[src/rtl/jt12_eg_lin_pkg.sv]
// Shared widths and the exponential table generator for the log-to-linear path.
package jt12_eg_lin_pkg;
  localparam int ATT_W    = 10;
  localparam int LOGSIN_W = 12;
  localparam int SUM_W    = 13;
  localparam int EXP_W    = 11;
  localparam int LIN_W    = 14;
  localparam int MAG_W    = SUM_W;
  localparam int SHIFT_W  = SUM_W - 8;

  // round(1024 * 2^(-m/256)); only ever evaluated at elaboration time
  function automatic logic [EXP_W-1:0] exp_tab(input int m);
    real r;
    r = 1024.0 * (2.0 ** (-real'(m) / 256.0));
    return EXP_W'($rtoi(r + 0.5));
  endfunction
endpackage

[src/rtl/jt12_exprom.sv]
// 256x11 registered exponential ROM; one cen-qualified cycle from address to data.
module jt12_exprom
  import jt12_eg_lin_pkg::*;
(
  input  logic             i_clk,
  input  logic             i_cen,
  input  logic [7:0]       i_addr,
  output logic [EXP_W-1:0] o_data
);
  logic [EXP_W-1:0] w_tab [256];

  for (genvar g = 0; g < 256; g++) begin : g_tab
    assign w_tab[g] = exp_tab(g);
  end

  always_ff @(posedge i_clk) begin
    if (i_cen) o_data <= w_tab[i_addr];
  end
endmodule

[src/rtl/jt12_eg_lin.sv]
// Log-to-linear operator back end: 3 cen-qualified stages, no back-pressure.
// Optional peak-hold register enabled with JT12_EG_LIN_PEAK_EN.
module jt12_eg_lin
  import jt12_eg_lin_pkg::*;
(
  input  logic                clk,
  input  logic                rst_n,
  input  logic                cen,
  input  logic                in_valid,
  input  logic [ATT_W-1:0]    att,
  input  logic [LOGSIN_W-1:0] logsin,
  input  logic                sign,
  input  logic                peak_clr,
  output logic                out_valid,
  output logic [LIN_W-1:0]    lin,
  output logic [MAG_W-1:0]    peak
);
  logic [SUM_W:0]     w_sum_full;
  logic [SUM_W-1:0]   w_sum;
  logic [SUM_W-1:0]   r_s1_sum;
  logic               r_s1_sign;
  logic               r_s1_vld;
  logic [SHIFT_W-1:0] r_s2_exp;
  logic               r_s2_sign;
  logic               r_s2_vld;
  logic [EXP_W-1:0]   w_rom;
  logic [MAG_W-1:0]   w_mag;
  logic [LIN_W-1:0]   w_lin;
  logic               r_out_valid;
  logic [LIN_W-1:0]   r_lin;

  assign w_sum_full = {2'b00, logsin} + {2'b00, att, 2'b00};
  assign w_sum      = w_sum_full[SUM_W] ? {SUM_W{1'b1}} : w_sum_full[SUM_W-1:0];

  always_ff @(posedge clk) begin
    if (!rst_n) begin
      r_s1_sum  <= '0;
      r_s1_sign <= 1'b0;
      r_s1_vld  <= 1'b0;
    end else if (cen) begin
      r_s1_sum  <= w_sum;
      r_s1_sign <= sign;
      r_s1_vld  <= in_valid;
    end
  end

  jt12_exprom u_exprom (
    .i_clk  (clk),
    .i_cen  (cen),
    .i_addr (r_s1_sum[7:0]),
    .o_data (w_rom)
  );

  always_ff @(posedge clk) begin
    if (!rst_n) begin
      r_s2_exp  <= '0;
      r_s2_sign <= 1'b0;
      r_s2_vld  <= 1'b0;
    end else if (cen) begin
      r_s2_exp  <= r_s1_sum[SUM_W-1:8];
      r_s2_sign <= r_s1_sign;
      r_s2_vld  <= r_s1_vld;
    end
  end

  // Shifts of 13 or more drain every bit, so large exponents fall to 0 naturally
  assign w_mag = {w_rom, 2'b00} >> r_s2_exp;
  assign w_lin = r_s2_sign ? (-{1'b0, w_mag}) : {1'b0, w_mag};

  always_ff @(posedge clk) begin
    if (!rst_n) begin
      r_out_valid <= 1'b0;
      r_lin       <= '0;
    end else if (cen) begin
      r_out_valid <= r_s2_vld;
      if (r_s2_vld) r_lin <= w_lin;
    end
  end

  assign out_valid = r_out_valid;
  assign lin       = r_lin;

`ifdef JT12_EG_LIN_PEAK_EN
  logic [MAG_W-1:0] r_peak;

  // A clear coinciding with a valid sample loads that sample's magnitude
  always_ff @(posedge clk) begin
    if (!rst_n) begin
      r_peak <= '0;
    end else if (cen) begin
      if (r_s2_vld) begin
        if (peak_clr || (w_mag > r_peak)) r_peak <= w_mag;
      end else if (peak_clr) begin
        r_peak <= '0;
      end
    end
  end

  assign peak = r_peak;
`else
  logic w_unused_peak_clr;
  assign w_unused_peak_clr = peak_clr;
  assign peak = '0;
`endif
endmodule
[config.mk]
export PLATFORM = sky130hd
export DESIGN_NAME = jt12_eg_lin
export DESIGN_NICKNAME = d
export VERILOG_FILES = /design/src/rtl/jt12_eg_lin_pkg.sv /design/src/rtl/jt12_exprom.sv /design/src/rtl/jt12_eg_lin.sv
export SDC_FILE = /design/constraint.sdc
export NUM_CORES = 1
export LEC_CHECK = 0
export BUFFER_PORTS_ARGS = -buffer_cell sky130_fd_sc_hd__buf_2
export CORE_ASPECT_RATIO = 0.75
export CORE_MARGIN = 2
export CORE_UTILIZATION = 61
export CTS_CLUSTER_DIAMETER = 50
export DETAILED_ROUTE_END_ITERATION = 6
export PLACE_DENSITY = 0.88
export SETUP_SLACK_MARGIN = 0.5
export SYNTH_ARGS = -nofsm -noshare
export SYNTH_HDL_FRONTEND = slang
export SYNTH_HIERARCHICAL = 1
export SYNTH_SLANG_ARGS = --single-unit
[constraint.sdc]
create_clock -name clk -period 3.45 [get_ports clk]
set_clock_uncertainty 0.2 [all_clocks]
set_input_delay 0.1725 -clock clk [delete_from_list [all_inputs] [get_ports clk]]
set_output_delay 0.1725 -clock clk [all_outputs]
set_load 0.01 [all_outputs]
; After elaboration in Yosys (flattened, before gate mapping)
; Memories as Yosys holds them, arrays and structs flattened. A register that Yosys moved wholly into a read port is not among the register bits.
; Cells that the tools add are included.
[word_totals]
regBits = 37
n_memories = 1
output_inout_bits = 28
inputBits = 28
word_cells = 16
romBits = 2816
[op_classes]
n_bitwise = 1
n_mux = 2
n_addsub = 2
n_reduce_logical = 1
shifts = 1
[memory_table]
columns = memory, words, word_bits, rd, rd_ports_with_merged_regs, write_ports, line_no
row1 = (name not given), 256, 11, 1, 1, 0, jt12_exprom.sv:17  ; if (i_cen) o_data <= w_tab[i_addr];
[ops]
columns = cell, count
row1 = 2-to-1 mux 14 bit, 1
row2 = negation 13 -> 14 bit, 1
row3 = adder 12 x 12 -> 13 bit, 1
row4 = 2-to-1 mux 13 bit, 1
row5 = >> shifter 13 x 5 -> 13 bit, 1
row6 = inverter 8 -> 9 bit, 1
row7 = AND reduction 2 bit, 1

; Longest topological paths before layout
[depth]
word_depth = 3
ltp_mapped = 10
mapped_depth_nobuf = 10

; By module
; The synthesis kept the hierarchy.
[modules_own_cells]
columns = mod, seq_area_each_um2, cells_per_inst, area_each_um2, n_inst
row1 = jt12_eg_lin, 740.7, 330, 2767.7, 1
row2 = jt12_exprom, 330.3, 356, 2587.5, 1

; Worst setup path after synthesis
; Ideal clock, no wire load.
[synth_path]
path_kind = register to register
from = register r_s1_sum[1]
to = register u_exprom.o_data[0] (data pin)
t_required_ps = 2989
setup_slack_ps = 758
n_path_buf = 2
period_less_slack_ps = 2692
setup_ps = 261
arrival_time_ps = 2231
path_stages_with_launch = 10
cell_sequence = dfxtp_1 > buf_2 > inv_1 > ha_1 > clkbuf_1 > nor2b_1 > o311ai_0 > nand2_1 > a32o_1 > a221o_1
[synth_between]
elab_chain_cells = 1
[synth_rtl]
columns = element, line_no
row1 = "start, declared", jt12_eg_lin.sv:20  ; logic [SUM_W-1:0] r_s1_sum;
row2 = "start signal, assigned", jt12_eg_lin.sv:41  ; r_s1_sum <= w_sum;
row3 = inverter 8 -> 9 bit (not written as such), jt12_exprom.sv:17
row4 = "end, declared", jt12_exprom.sv:8  ; output logic [EXP_W-1:0] o_data
; No other way between the ends.
; A chain may end at the register's enable or synchronous reset.

; Worst setup path in the final report
[layout_path]
from = register u_exprom.o_data[6]
to = register r_lin[12] (netlist: lin[12])
[layout_between]
elab_chain_cells = 3
[layout_rtl]
columns = element, line_no
row1 = >> shifter 13 x 5 -> 13 bit (*), jt12_eg_lin.sv:67  ; assign w_mag = {w_rom, 2'b00} >> r_s2_exp;
row2 = negation 13 -> 14 bit, jt12_eg_lin.sv:68  ; assign w_lin = r_s2_sign ? (-{1'b0, w_mag}) : {1'b0, w_mag};
row3 = 2-to-1 mux 14 bit (*), jt12_eg_lin.sv:68
row4 = "end signal, assigned", jt12_eg_lin.sv:76  ; if (r_s2_vld) r_lin <= w_lin;
row5 = "end, declared", jt12_eg_lin.sv:30  ; logic [LIN_W-1:0] r_lin;
; Mark *: on every way between the ends. The rest lies on a longest branch, timed or not.

==> impl_metrics.tcl <==
set metrics [dict create \
    endpoint "lin[12]" \
    worst-r2r-cell-count 8 \
    numClockSinks 48 \
    ctsRootBufferMaster "clkbuf_16" \
    min_path_type "input pin to register" \
    slowest_delay_ns 0.54 \
    cp_cell_sequence "mux4_2 -> nand3_1 -> and4_2 -> ha_1 -> o2111ai_4 -> o41ai_2 -> xnor2_1 -> a211oi_2" \
    power_leakage_nw 2.287 \
    wl_per_cell_um 20.81 \
    synth-seq-cells 48 \
    r2r-start "u_exprom/o_data[6]" \
    status "complete, no violations" \
    fin_tns_setup_ns 0 \
    clk_pin_slew_ns 0.07 \
    synth_area_per_cell_um2 7.806 \
    syn_to_final_growth_pct 9.229 \
    cp.required_ns 3.46 \
    cp-start-kind "register" \
    final_antenna_net_count 0 \
    path_buf_inv 0 \
    die_w_um 112.2 \
    start_util_pct 63.07 \
    grt_max_degree 47 \
    drtIter0Drc 900 \
    r2r_end "lin[12]" \
    synth_cell_types 88 \
    viasPerCell 7.057 \
    antenna_cells 0 \
    max-cap-violations 0 \
    grt_usage_pct 35.00 \
    power_w 0.002171 \
    clk_latency_ns 0.30 \
    syn-cell-area_um2 5355 \
    synth_edf_count 11 \
    grt_pass1_vias 5316 \
    crit_start "u_exprom/o_data[6]" \
    peakVddDrop_v 0.0002588 \
    dieArea_um2 9552 \
    crit_type "register to register" \
    numCtsBuffers 5 \
    cp_num_cells 8 \
    critical_path.slowest_cell "mux4_2" \
    io_buffers 41 \
    end_kind "register" \
    overflow 0 \
    vias 5773 \
    setup_viol 0 \
    fin_crit_ns 2.986 \
    dp.final_hpwl_um 11800 \
    design.core.area_um2 8491 \
    fp-row-count 29 \
    ys_seq_area_share_pct 20.00 \
    grt_setup_unrepaired "yes" \
    ctsHtreeMaxLevel 2 \
    routed_wl_um 17020 \
    synth_flop_cell "dfxtp_1" \
    slew_violations 0 \
    ys_warn_count 6 \
    die_y_um 85.15 \
    antenna_found_initial 0 \
    cp.arrival_ns 3.00 \
    max-slew-margin-rel_pct 43.78 \
    crit_family "compound AO/OA/AOI/OAI gates" \
    cts_tree "built" \
    p_per_area_nw_per_um2 371.1 \
    finalHoldViolCount 0 \
    pin_count 56 \
    gp_congestion 1.041 \
    r2r_setup_slack_ns 0.46 \
    worstMarginPinSlew_ns 0.8434 \
    firstDrtPassIters 6 \
    crit_path_max_fanout 6 \
    layout-drive-gt1-share_pct 16.76 \
    period_share_pct 86.55 \
    final.fill_count 670 \
    drc 0 \
    postSynthCellCount 686 \
    synthArstFlopShare_pct 0 \
    cts.path.max_buffers 2 \
    grt_pass1_wl_um 27040 \
    nets 764 \
    max_freq_mhz 334.9 \
]
-- layout make-up --
| class | instances | area (um2) | share of cell area, % |
|---|---|---|---|
| Sequential cell | 48 | 1084 | 18.52 |
| Clock buffer | 7 | 142.6 | 2.439 |
| Clock inverter | 1 | 8.758 | 0.1497 |
| Timing Repair Buffer | 77 | 501.7 | 8.578 |
| Multi-Input combinational cell | 553 | 3887 | 66.46 |
| Inverter | 24 | 90.09 | 1.540 |
| Tap cell | 108 | 135.1 | 2.310 |
-- power by group --
group / internal, W / leakage, nW / switching [W]
Sequential: 0.000630 / 0.412 / 0.0000790
Clock: 0.000290 / 0.0741 / 0.000218
Combinational: 0.000386 / 1.80 / 0.000568
Total: 0.00131 / 2.29 / 0.000865
-- synth_stat cells, drive strengths merged (6+ instances only) --
cell     number  share of area (%)
nand3        18                1.7
o21ai        39                3.6
mux2i        28                5.3
ha           26                6.1
nor3         15                1.4
dfxtp        37                 14
nor3b         6               0.93
nand2        56                3.9
o2111ai       7                1.5
a21o          6               0.84
xor2          7                1.1
edfxtp       11                6.2
mux4          7                2.9
a21oi        45                4.2
clkbuf       27                2.0
mux2         12                2.5
nor2b        22                2.6
or3           6               0.70
buf          46                5.3
nand3b        6               0.84
xnor2         7                1.1
o21a          6               0.84
a31oi        12                1.4
nor2         58                4.1
o211ai       13                1.8
inv          24                1.7
nand2b       18                2.1
a211oi       18                2.5
-- kinds of logic (layout without fill, tap and decap cells) --
family	after synthesis	in the layout	share of synthesized area (%)
other cells	1	13	0.07003
xor+xnor	14	14	2.290
mux	47	47	10.77
flops	48	48	20.00
buf+inv	97	109	8.948
compound gates	219	219	29.30
fa+ha+maj	28	28	6.635
simple gates	232	232	21.99
-- how the worst min path moves through the flow --
stage                     cells after the start  startpoint            endpoint  slack [ns]
after floorplan                               0         cen  u_exprom/o_data[0]        0.08
after detailed placement                      3    in_valid            r_s1_vld        0.23
after global placement                        3   logsin[0]         r_s1_sum[0]        0.22
final                                         4   logsin[2]         r_s1_sum[2]        0.04
after CTS                                     4   logsin[2]         r_s1_sum[2]        0.05
after global routing                          2       rst_n              lin[9]        0.06
-- stage by stage --
step / utilization, % / cell area [um2] / hold WS, ns / setup WS (ns) / cells
2_1_floorplan: - / 5400 / 0.08500 / 0.7578 / 698
3_3_place_gp: 65.31 / 5545 / 0.2151 / 0.5014 / 798
3_5_place_dp: 65.31 / 5545 / 0.2272 / 0.2734 / 798
4_1_cts: 68.21 / 5792 / 0.04765 / 0.5138 / 813
5_1_grt: 68.89 / 5849 / 0.06452 / 0.4259 / 818
6_report: 68.89 / 5849 / 0.03757 / 0.4641 / 818
-- metal layers --
layer  routed length (um)  vias up  GRT usage (%)
met4                  474        0          10.86
li1                     -     2572              -
met2                 7212      518          53.94
met5                    0        -              0
met3                 2561       64          10.36
met1                 6774     2619          47.70
-- cells in the final DEF (no fill, tap or decap), types with 22 or more instances in the layout --
master | synthesis | routed
buf_4 | 20 | 30
inv_1 | 23 | 23
a21oi_1 | 45 | 45
nor2b_1 | 22 | 22
mux2i_1 | 27 | 27
nand2_1 | 56 | 56
buf_2 | 23 | 41
o21ai_0 | 32 | 32
ha_1 | 26 | 25
nor2_1 | 58 | 58
dfxtp_1 | 37 | 31
-- sequential cells by signal (all words and copies together) (netlist names) --
register         flops
lin                 14
out_valid            1
r_s1_sign            1
r_s1_sum            13
r_s1_vld             1
r_s2_exp             5
r_s2_sign            1
r_s2_vld             1
u_exprom/o_data     11
-- worst min-delay path: stages --
cell     delay (ns)
buf_2          0.08
ha_1           0.11
mux2i_1        0.07
nor2_1         0.07
-- repair_timing --
action / CTS / global route
resized for setup: 8 / 7
setup endpoints to repair: 5 / 7
hold buffers: 4 / 0
pin swaps: 0 / 2
hold endpoints to repair: 4 / 0
buffers inserted: 3 / 5
Note: power is estimated with default switching activity, not from simulation.
